File: src/rtl/bcd_pkg.sv
// Shared types and the decimal-correcting digit adder for the BCD subtract sequencer.
package bcd_pkg;

    typedef logic [3:0] bcd_digit_t;

    localparam bcd_digit_t BCD_MAX = 4'd9;

    typedef enum logic [1:0] {IDLE, SUB, FIX, DONE} seq_state_t;

    // Returns {carry_out, digit}; any sum above 9 wraps by ten and carries.
    function automatic logic [4:0] bcd_add_dig(input bcd_digit_t x, input bcd_digit_t y,
                                               input logic cin);
        logic [4:0] s;
        logic [4:0] t;
        s = {1'b0, x} + {1'b0, y} + {4'b0000, cin};
        t = s - 5'd10;
        if (s > {1'b0, BCD_MAX})
            bcd_add_dig = {1'b1, t[3:0]};
        else
            bcd_add_dig = {1'b0, s[3:0]};
    endfunction

endpackage

File: src/rtl/bcd_nines_digit.sv
// Combinational 9's complement of one BCD digit.
module bcd_nines_digit
    import bcd_pkg::*;
(
    input  logic [3:0] d,
    output logic [3:0] q
);

    assign q = BCD_MAX - d;

endmodule

File: src/rtl/bcd_sub_sequencer.sv
// Digit-serial packed-BCD subtractor: A + 9's(B) + 1 LSD first, with a re-complement
// pass for negative results. Define BCD_SUB_DIGIT_CHECK_EN to reject non-BCD operands.
module bcd_sub_sequencer
    import bcd_pkg::*;
#(
    parameter int N_DIGITS = 4
) (
    input  logic                  clk,
    input  logic                  rst_n,
    input  logic                  start,
    input  logic [4*N_DIGITS-1:0] a,
    input  logic [4*N_DIGITS-1:0] b,
    output logic                  busy,
    output logic                  done,
    output logic [4*N_DIGITS-1:0] result,
    output logic                  neg,
    output logic                  err
);

    localparam int W     = 4 * N_DIGITS;
    localparam int IDX_W = (N_DIGITS > 1) ? $clog2(N_DIGITS) : 1;
    localparam logic [IDX_W-1:0] LAST = IDX_W'(N_DIGITS - 1);

    seq_state_t       state;
    logic [W-1:0]     a_q;
    logic [W-1:0]     b_q;
    logic [IDX_W-1:0] idx;
    logic             carry;
    logic             err_q;
    logic             bad_in;

    bcd_digit_t a_dig;
    bcd_digit_t b_dig;
    bcd_digit_t r_dig;
    bcd_digit_t nines_in;
    bcd_digit_t nines_out;
    bcd_digit_t addend;
    logic [4:0] sum;

    // One complementer and one adder serve both passes; FIX adds zero to 9's(result).
    always_comb begin
        a_dig    = a_q[{idx, 2'b00} +: 4];
        b_dig    = b_q[{idx, 2'b00} +: 4];
        r_dig    = result[{idx, 2'b00} +: 4];
        nines_in = (state == FIX) ? r_dig : b_dig;
        addend   = (state == FIX) ? 4'd0 : a_dig;
        sum      = bcd_add_dig(addend, nines_out, carry);
    end

    bcd_nines_digit u_nines (
        .d (nines_in),
        .q (nines_out)
    );

`ifdef BCD_SUB_DIGIT_CHECK_EN
    function automatic logic any_bad_digit(input logic [W-1:0] v);
        any_bad_digit = 1'b0;
        for (int i = 0; i < N_DIGITS; i++)
            if (v[i*4 +: 4] > BCD_MAX)
                any_bad_digit = 1'b1;
    endfunction

    assign bad_in = any_bad_digit(a) | any_bad_digit(b);
`else
    assign bad_in = 1'b0;
`endif

    assign err = err_q;

    always_ff @(posedge clk) begin
        if (!rst_n) begin
            state  <= IDLE;
            busy   <= 1'b0;
            done   <= 1'b0;
            neg    <= 1'b0;
            err_q  <= 1'b0;
            result <= '0;
            idx    <= '0;
            carry  <= 1'b0;
        end else begin
            case (state)
                IDLE: begin
                    if (start) begin
                        a_q    <= a;
                        b_q    <= b;
                        idx    <= '0;
                        carry  <= 1'b1;
                        result <= '0;
                        neg    <= 1'b0;
                        busy   <= 1'b1;
                        if (bad_in) begin
                            err_q <= 1'b1;
                            state <= DONE;
                        end else begin
                            err_q <= 1'b0;
                            state <= SUB;
                        end
                    end
                end
                SUB: begin
                    result[{idx, 2'b00} +: 4] <= sum[3:0];
                    carry <= sum[4];
                    if (idx == LAST) begin
                        idx <= '0;
                        if (sum[4]) begin
                            state <= DONE;
                            busy  <= 1'b0;
                            done  <= 1'b1;
                        end else begin
                            // No final carry means B > A: the digits hold the 10's complement.
                            state <= FIX;
                            carry <= 1'b1;
                        end
                    end else begin
                        idx <= idx + 1'b1;
                    end
                end
                FIX: begin
                    result[{idx, 2'b00} +: 4] <= sum[3:0];
                    carry <= sum[4];
                    if (idx == LAST) begin
                        idx   <= '0;
                        state <= DONE;
                        busy  <= 1'b0;
                        done  <= 1'b1;
                        neg   <= 1'b1;
                    end else begin
                        idx <= idx + 1'b1;
                    end
                end
                DONE: begin
                    // Rejected operands arrive here without done set; pulse it one cycle later.
                    if (done) begin
                        done  <= 1'b0;
                        state <= IDLE;
                    end else begin
                        done <= 1'b1;
                        busy <= 1'b0;
                    end
                end
                default: state <= IDLE;
            endcase
        end
    end

endmodule
File: config.mk
export PLATFORM = sky130hd
export DESIGN_NAME = bcd_sub_sequencer
export DESIGN_NICKNAME = d
export VERILOG_FILES = /design/src/rtl/bcd_pkg.sv /design/src/rtl/bcd_nines_digit.sv /design/src/rtl/bcd_sub_sequencer.sv
export SDC_FILE = /design/constraint.sdc
export NUM_CORES = 1
export LEC_CHECK = 0
export CAP_MARGIN = 25
export CORE_UTILIZATION = 25
export CTS_BUF_LIST = sky130_fd_sc_hd__clkbuf_4 sky130_fd_sc_hd__clkbuf_8 sky130_fd_sc_hd__clkbuf_16
export CTS_CLUSTER_DIAMETER = 120
export DETAILED_ROUTE_END_ITERATION = 7
export GPL_TIMING_DRIVEN = 1
export PLACE_DENSITY = 0.44
export SLEW_MARGIN = 20
export SYNTH_ARGS = -nofsm -noshare
export SYNTH_HDL_FRONTEND = slang
export SYNTH_SLANG_ARGS = --single-unit
export TNS_END_PERCENT = 20
File: constraint.sdc
create_clock -name clk -period 6.1 [get_ports clk]
set_input_delay 1.22 -clock clk [delete_from_list [all_inputs] [get_ports clk]]
set_output_delay 1.22 -clock clk [all_outputs]
set_load 0.005 [all_outputs]
==> summary.txt, run 1 <==
Finish
  • ANT cells: 0
  • Layout area overhead: 27.6%
  • Post-route insts no fill: 437
  • Share of cells above drive strength 1: 0.109
  • Final instance area: 3710 sq um
  • Net total in the final layout: 343
  • Post-Route Utilization: 0.326

Clocking
  • CTS root buf: clkbuf_16
  • Clk slew on worst S/H paths: 0.08 ns
  • CTS sink count: 56
  • Worst-Skew Late Latency: 0.29 ns
  • Cts hold-fix bufs: 0
  • Num CTS Buffers: 5
  • Post-cts resize count: 0
  • Clock tree from TritonCTS: built
  • Postcts setup bufs: 0
  • H-tree lvl count: 2
  • Clock Path Buffers: 2

Synthesis
  • Yosys cell types: 52
  • Most numerous cell in the Yosys netlist: edfxtp_1
  • Syn. warnings: 0
  • Post-synth top area cell: edfxtp_1
  • Synthesized net count: 293
  • Post-synthesis cell count: 243
  • Synth top area share: 0.331
  • Most frequent cells after synthesis: edfxtp_1 (32), dfxtp_1 (24), nand2_1 (19)
  • Synthesized area: 2910 sq um
  • Area contributors post-synth: edfxtp_1 (33%), dfxtp_1 (17%), mux4_2 (8.5%), ha_1 (5.6%), mux2i_1 (3.4%)
  • Seq/Total Area, Yosys: 0.496
  • Synth Flop Type: edfxtp_1
  • Asr flop ratio synth: 0
  • Syn_area_per_cell: 12.0 sq um
  • EDFF count, synth: 32
  • Synth Register Bits: 56

Placed design
  • Number of port buffers: 53
  • Post-Place Cells: 429
  • Post-DP HPWL: 5430 um
  • GPL Wtd Cong: 0.803
  • Post-place instance area: 3560 sq um

GRT
  • Total gr overflow: 0
  • Tot GR Track Use: 0.128
  • Met3 GRT Util: 0.0207
  • GR Util met1: 0.173
  • Met2 usage: 0.208
  • Vias in the first global route: 2,117
  • Most used routing layer: met2
  • Antenna violations before repair: 0
  • Largest net degree at the start of global routing: 23
  • First-pass GRT wire length: 11,300 um

Floorplanning
  • Rows: 39
  • Horiz. Die Dim: 110 um
  • Initial core utilization: 0.256
  • CORE AREA: 11,400 sq um
  • Number of placed I/O pins: 55
  • Die height: 110 um
  • Full die area: 12,100 sq um

STA
  • Slew margin rel.: 0.429
  • Final Max Tran Viols: 0
  • Worst-Margin Slew: 0.833 ns
  • Period utilisation layout: 0.623
  • Clock Skew: 0.00631 ns
  • Fmax: 0.263 GHz
  • TNS Setup: 0 ns
  • RSZ-0062 raised after global routing: false
  • Final setup fails: 0
  • Minimum clock period: 3.80 ns
  • Fin Hold WS: 0.488 ns
  • Final hold viol count: 0

Critical path
  • Crit end category: flop
  • Worst setup path endpoint: result[9]
  • WP data required: 6.33 ns
  • Critical path's slowest cell: fa_1
  • Critical R2R Launch: state[0]
  • FF-to-FF path depth: 13
  • Critical path class: flop to flop
  • Worst path cell trace: inv_1 -> ha_1 -> buf_4 -> mux4_2 -> nand2_1 -> nand2_1 -> fa_1 -> fa_1 -> nor3_1 -> nand3_1 -> nand4_1 -> a21boi_0 -> a32o_1
  • Startpoint class of the critical path: flop
  • Setup crit start: state[0]
  • RR Endpoint: result[9]
  • Critical Path AT: 4.04 ns
  • Crit Path Max Fanout: 16
  • CP peak stage delay: 0.61 ns
  • R2R Setup Slk: 2.30 ns

Drt
  • Drc violations: 0
  • DRT Wirelength: 7250 um
  • Routed vias: 2,073
  • Drt wl/cell: 16.6 um
  • Drt via density: 4.74
  • Initial DRC count: 98
  • Antenna viol nets, final: 0
  • Drt first pass iters: 4

Flow run
  • Max-cap violation count: 0

Pwr
  • Leak: 1.29 nW
  • Worst vdd ir: 0.000198 V
  • Pwr Density: 538 nW/um^2

Status
  • Status: finished clean

Min path
  • Worst Hold Class: flop to flop
## state kept, by name, summed over array words and instances (netlist names)
| signal | flops |
|---|---|
| done | 1 |
| a_q | 16 |
| neg | 1 |
| b_q | 16 |
| carry | 1 |
| busy | 1 |
| result | 16 |
| state | 2 |
| idx | 2 |
## per-layer routing
layer,share of wire,vias up
li1,-,1002
met1,0.47,1018
met2,0.48,49
met3,0.031,4
met4,0.014,0
met5,0,-
## how the worst min path moves through the flow
stage | from | endpoint | slack (ns) | depth (start not counted)
detailed placement | result[10] | result[10] | 0.48 | 2
CTS | result[10] | result[10] | 0.49 | 2
finish | result[10] | result[10] | 0.49 | 2
global placement | result[10] | result[10] | 0.48 | 2
floorplan | result[10] | result[10] | 0.45 | 2
global route | result[2] | result[2] | 0.52 | 2
## critical path, delay by kind of cell (launching register included)
kind | cells | cell delay, ns
DFF | 1 | 0.34
and+or+nand+nor | 5 | 0.72
adders and majority gates | 3 | 1.21
buffers and inverters | 2 | 0.41
muxes | 1 | 0.35
AOI/OAI and AO/OA | 2 | 0.71
## metrics by stage
step	power, mW	worst slack (ns)
6_report	2.00	2.30
5_1_grt	2.15	2.01
4_1_cts	2.01	2.29
3_5_place_dp	1.70	2.31
3_3_place_gp	1.70	2.37
2_1_floorplan	1.43	2.49
## final cells by class
| class | instances | area (sq um) |
|---|---|---|
| tap | 143 | 179 |
| multi-input combinational | 162 | 1340 |
| fill | 1137 | 7660 |
| inverter | 12 | 45.0 |
| sequential | 56 | 1440 |
| clock buffer | 5 | 125 |
| timing repair buffer | 56 | 553 |
| clock inverter | 3 | 27.5 |
## kinds of logic after synthesis
logic type                 after synthesis  share of synthesized area
muxes                                   21                      0.120
and+or+nand+nor                         74                      0.130
DFF                                     56                      0.496
xor gates and xnor gates                 3                    0.00904
other                                    1                    0.00129
buffers and inverters                   25                     0.0435
AOI/OAI and AO/OA                       48                      0.131
adders and majority gates               15                     0.0697
## where the power goes
| group | internal, mW | switching [mW] |
|---|---|---|
| Sequential | 0.461 | 0.0441 |
| Clock | 0.156 | 0.142 |
| Combinational | 0.502 | 0.691 |
## cell usage in the layout, fill, tap and decap left out, drive strengths merged, types with 7 or more instances in the layout
cell / instances
clkdlybuf4s50: 53
edfxtp: 32
dfxtp: 24
nand2: 19
nor2: 17
o21ai: 14
ha: 13
inv: 12
mux4: 11
mux2i: 10
nor2b: 8
a21oi: 7
(Power assumes the default switching activity.)
==> run 2: changes to the inputs <==
Clock period 6.1 ns to 3.85 ns, I/O delays scaled along.
==> run 2 against run 1 <==
Against the previous run: cell area grew 1.2%; count of clock-buffer cells in the layout is the same; non-clock buffer count grew 6; maximum frequency grew 6.2%.
==> summary.txt, run 2 (synthesis results as in run 1) <==
Status
  • Status: finished clean

Floorplanning
  • Horiz. Die Dim: 110 um
  • CORE AREA: 11,400 sq um
  • Number of placed I/O pins: 55
  • Rows: 39
  • Die height: 110 um
  • Initial core utilization: 0.256
  • Full die area: 12,100 sq um

Critical path
  • Critical Path AT: 3.76 ns
  • Critical R2R Launch: state[0]
  • RR Endpoint: done
  • Critical path class: flop to flop
  • Setup crit start: state[0]
  • R2R Setup Slk: 0.27 ns
  • FF-to-FF path depth: 13
  • Worst setup path endpoint: done
  • Crit end category: flop
  • Startpoint class of the critical path: flop
  • WP data required: 4.03 ns
  • Crit Path Max Fanout: 8

Drt
  • Drt first pass iters: 4
  • Initial DRC count: 84
  • DRT Wirelength: 7370 um
  • Drc violations: 0
  • Drt via density: 4.75
  • Drt wl/cell: 16.6 um
  • Antenna viol nets, final: 0
  • Routed vias: 2,105

Placed design
  • Number of port buffers: 53
  • GPL Wtd Cong: 0.821
  • Post-Place Cells: 435
  • Post-DP HPWL: 5620 um

GRT
  • Antenna violations before repair: 0
  • Largest net degree at the start of global routing: 33
  • Tot GR Track Use: 0.130
  • Vias in the first global route: 2,150
  • Total gr overflow: 0
  • First-pass GRT wire length: 11,600 um

Finish
  • Post-route insts no fill: 443
  • ANT cells: 0
  • Share of cells above drive strength 1: 0.127
  • Biggest regs: a_q x16, b_q x16, result x16
  • Most frequent cells in the layout: clkdlybuf4s50_1 (53), edfxtp_1 (32), dfxtp_1 (24), nand2_1 (19), nor2_1 (17)
  • Layout area overhead: 29.2%
  • Net total in the final layout: 349
  • Leading cell type in the layout, fill and taps excluded: clkdlybuf4s50_1
  • Fill cell count: 1,145

STA
  • TNS Setup: 0 ns
  • Final hold viol count: 0
  • Period utilisation layout: 0.930
  • Final Max Tran Viols: 0
  • Clock Skew: 0.00514 ns
  • Fmax: 0.279 GHz
  • Worst-Margin Slew: 0.602 ns
  • Slew margin rel.: 0.598
  • Final setup fails: 0
  • Minimum clock period: 3.58 ns
  • RSZ-0062 raised after global routing: false

Pwr
  • Leak: 1.32 nW
  • Pwr Density: 857 nW/um^2
  • Worst vdd ir: 0.000423 V

Clocking
  • CTS root buf: clkbuf_16
  • Post-cts resize count: 0
  • Postcts setup bufs: 0
  • Worst-Skew Late Latency: 0.29 ns
  • Clock Path Buffers: 2
  • Cts hold-fix bufs: 0
  • CTS sink count: 56
  • H-tree lvl count: 2
  • Clock tree from TritonCTS: built
  • Num CTS Buffers: 5
  • Clk slew on worst S/H paths: 0.07 ns

Flow run
  • Max-cap violation count: 0

Min path
  • Worst Hold Class: flop to flop
## run 2: cell count changes in the layout (fill, tap and decap cells not counted), sizes merged
| cell | previous run | this run |
|---|---|---|
| buf | 3 | 9 |
## run 2: power by group
| group | total, mW | switching (mW) | internal, mW |
|---|---|---|---|
| logic | 1.95 | 1.12 | 0.834 |
| registers | 0.791 | 0.0611 | 0.730 |
| clock network | 0.471 | 0.224 | 0.247 |
## run 2: layout make-up
cell class / instances / area [sq um] / area share
Timing Repair Buffer: 62 / 598 / 0.159
Sequential cell: 56 / 1440 / 0.384
Multi-Input combinational cell: 162 / 1340 / 0.357
Tap cell: 143 / 179 / 0.0477
Clock inverter: 3 / 27.5 / 0.00733
Clock buffer: 5 / 125 / 0.0333
Inverter: 12 / 45.0 / 0.0120
## run 2: worst min path at each step
stage	start	endpoint	slack [ns]	cells past startpoint
finish	result[6]	result[6]	0.47	2
global route	result[6]	result[6]	0.52	2
CTS	result[14]	result[14]	0.48	2
detailed placement	result[14]	result[14]	0.46	2
global placement	result[10]	result[10]	0.48	2
floorplan	result[10]	result[10]	0.45	2
## run 2: stage by stage
stage | power [mW] | setup WS [ns] | util | hold WS, ns | area (sq um)
3_3_place_gp | 2.77 | 0.274 | 0.317 | 0.478 | 3600
5_1_grt | 3.46 | 0.00266 | 0.330 | 0.515 | 3750
3_5_place_dp | 2.75 | 0.175 | 0.317 | 0.462 | 3600
2_1_floorplan | 2.27 | 0.240 | - | 0.453 | 2910
6_report | 3.22 | 0.268 | 0.330 | 0.475 | 3750
4_1_cts | 3.23 | 0.147 | 0.330 | 0.482 | 3750
## run 2: metal layers
layer  wire length (um)  global-route usage  vias up
met2               3480               0.204       56
li1                   -                   -     1006
met4                 95              0.0390        0
met5                  0                   0        -
met3                334              0.0279        6
met1               3460               0.177     1037
## run 2: critical path: stages (launching register included)
cell and delay [ns]:
dfxtp_1 0.34, inv_1 0.15, ha_1 0.36, mux4_2 0.36, nand2_1 0.08, nand2_1 0.06, fa_1 0.44, fa_1 0.46
buf_4 0.18, a2bb2oi_2 0.14, o221ai_2 0.13, o31ai_4 0.33, a21oi_2 0.13, o311a_1 0.30
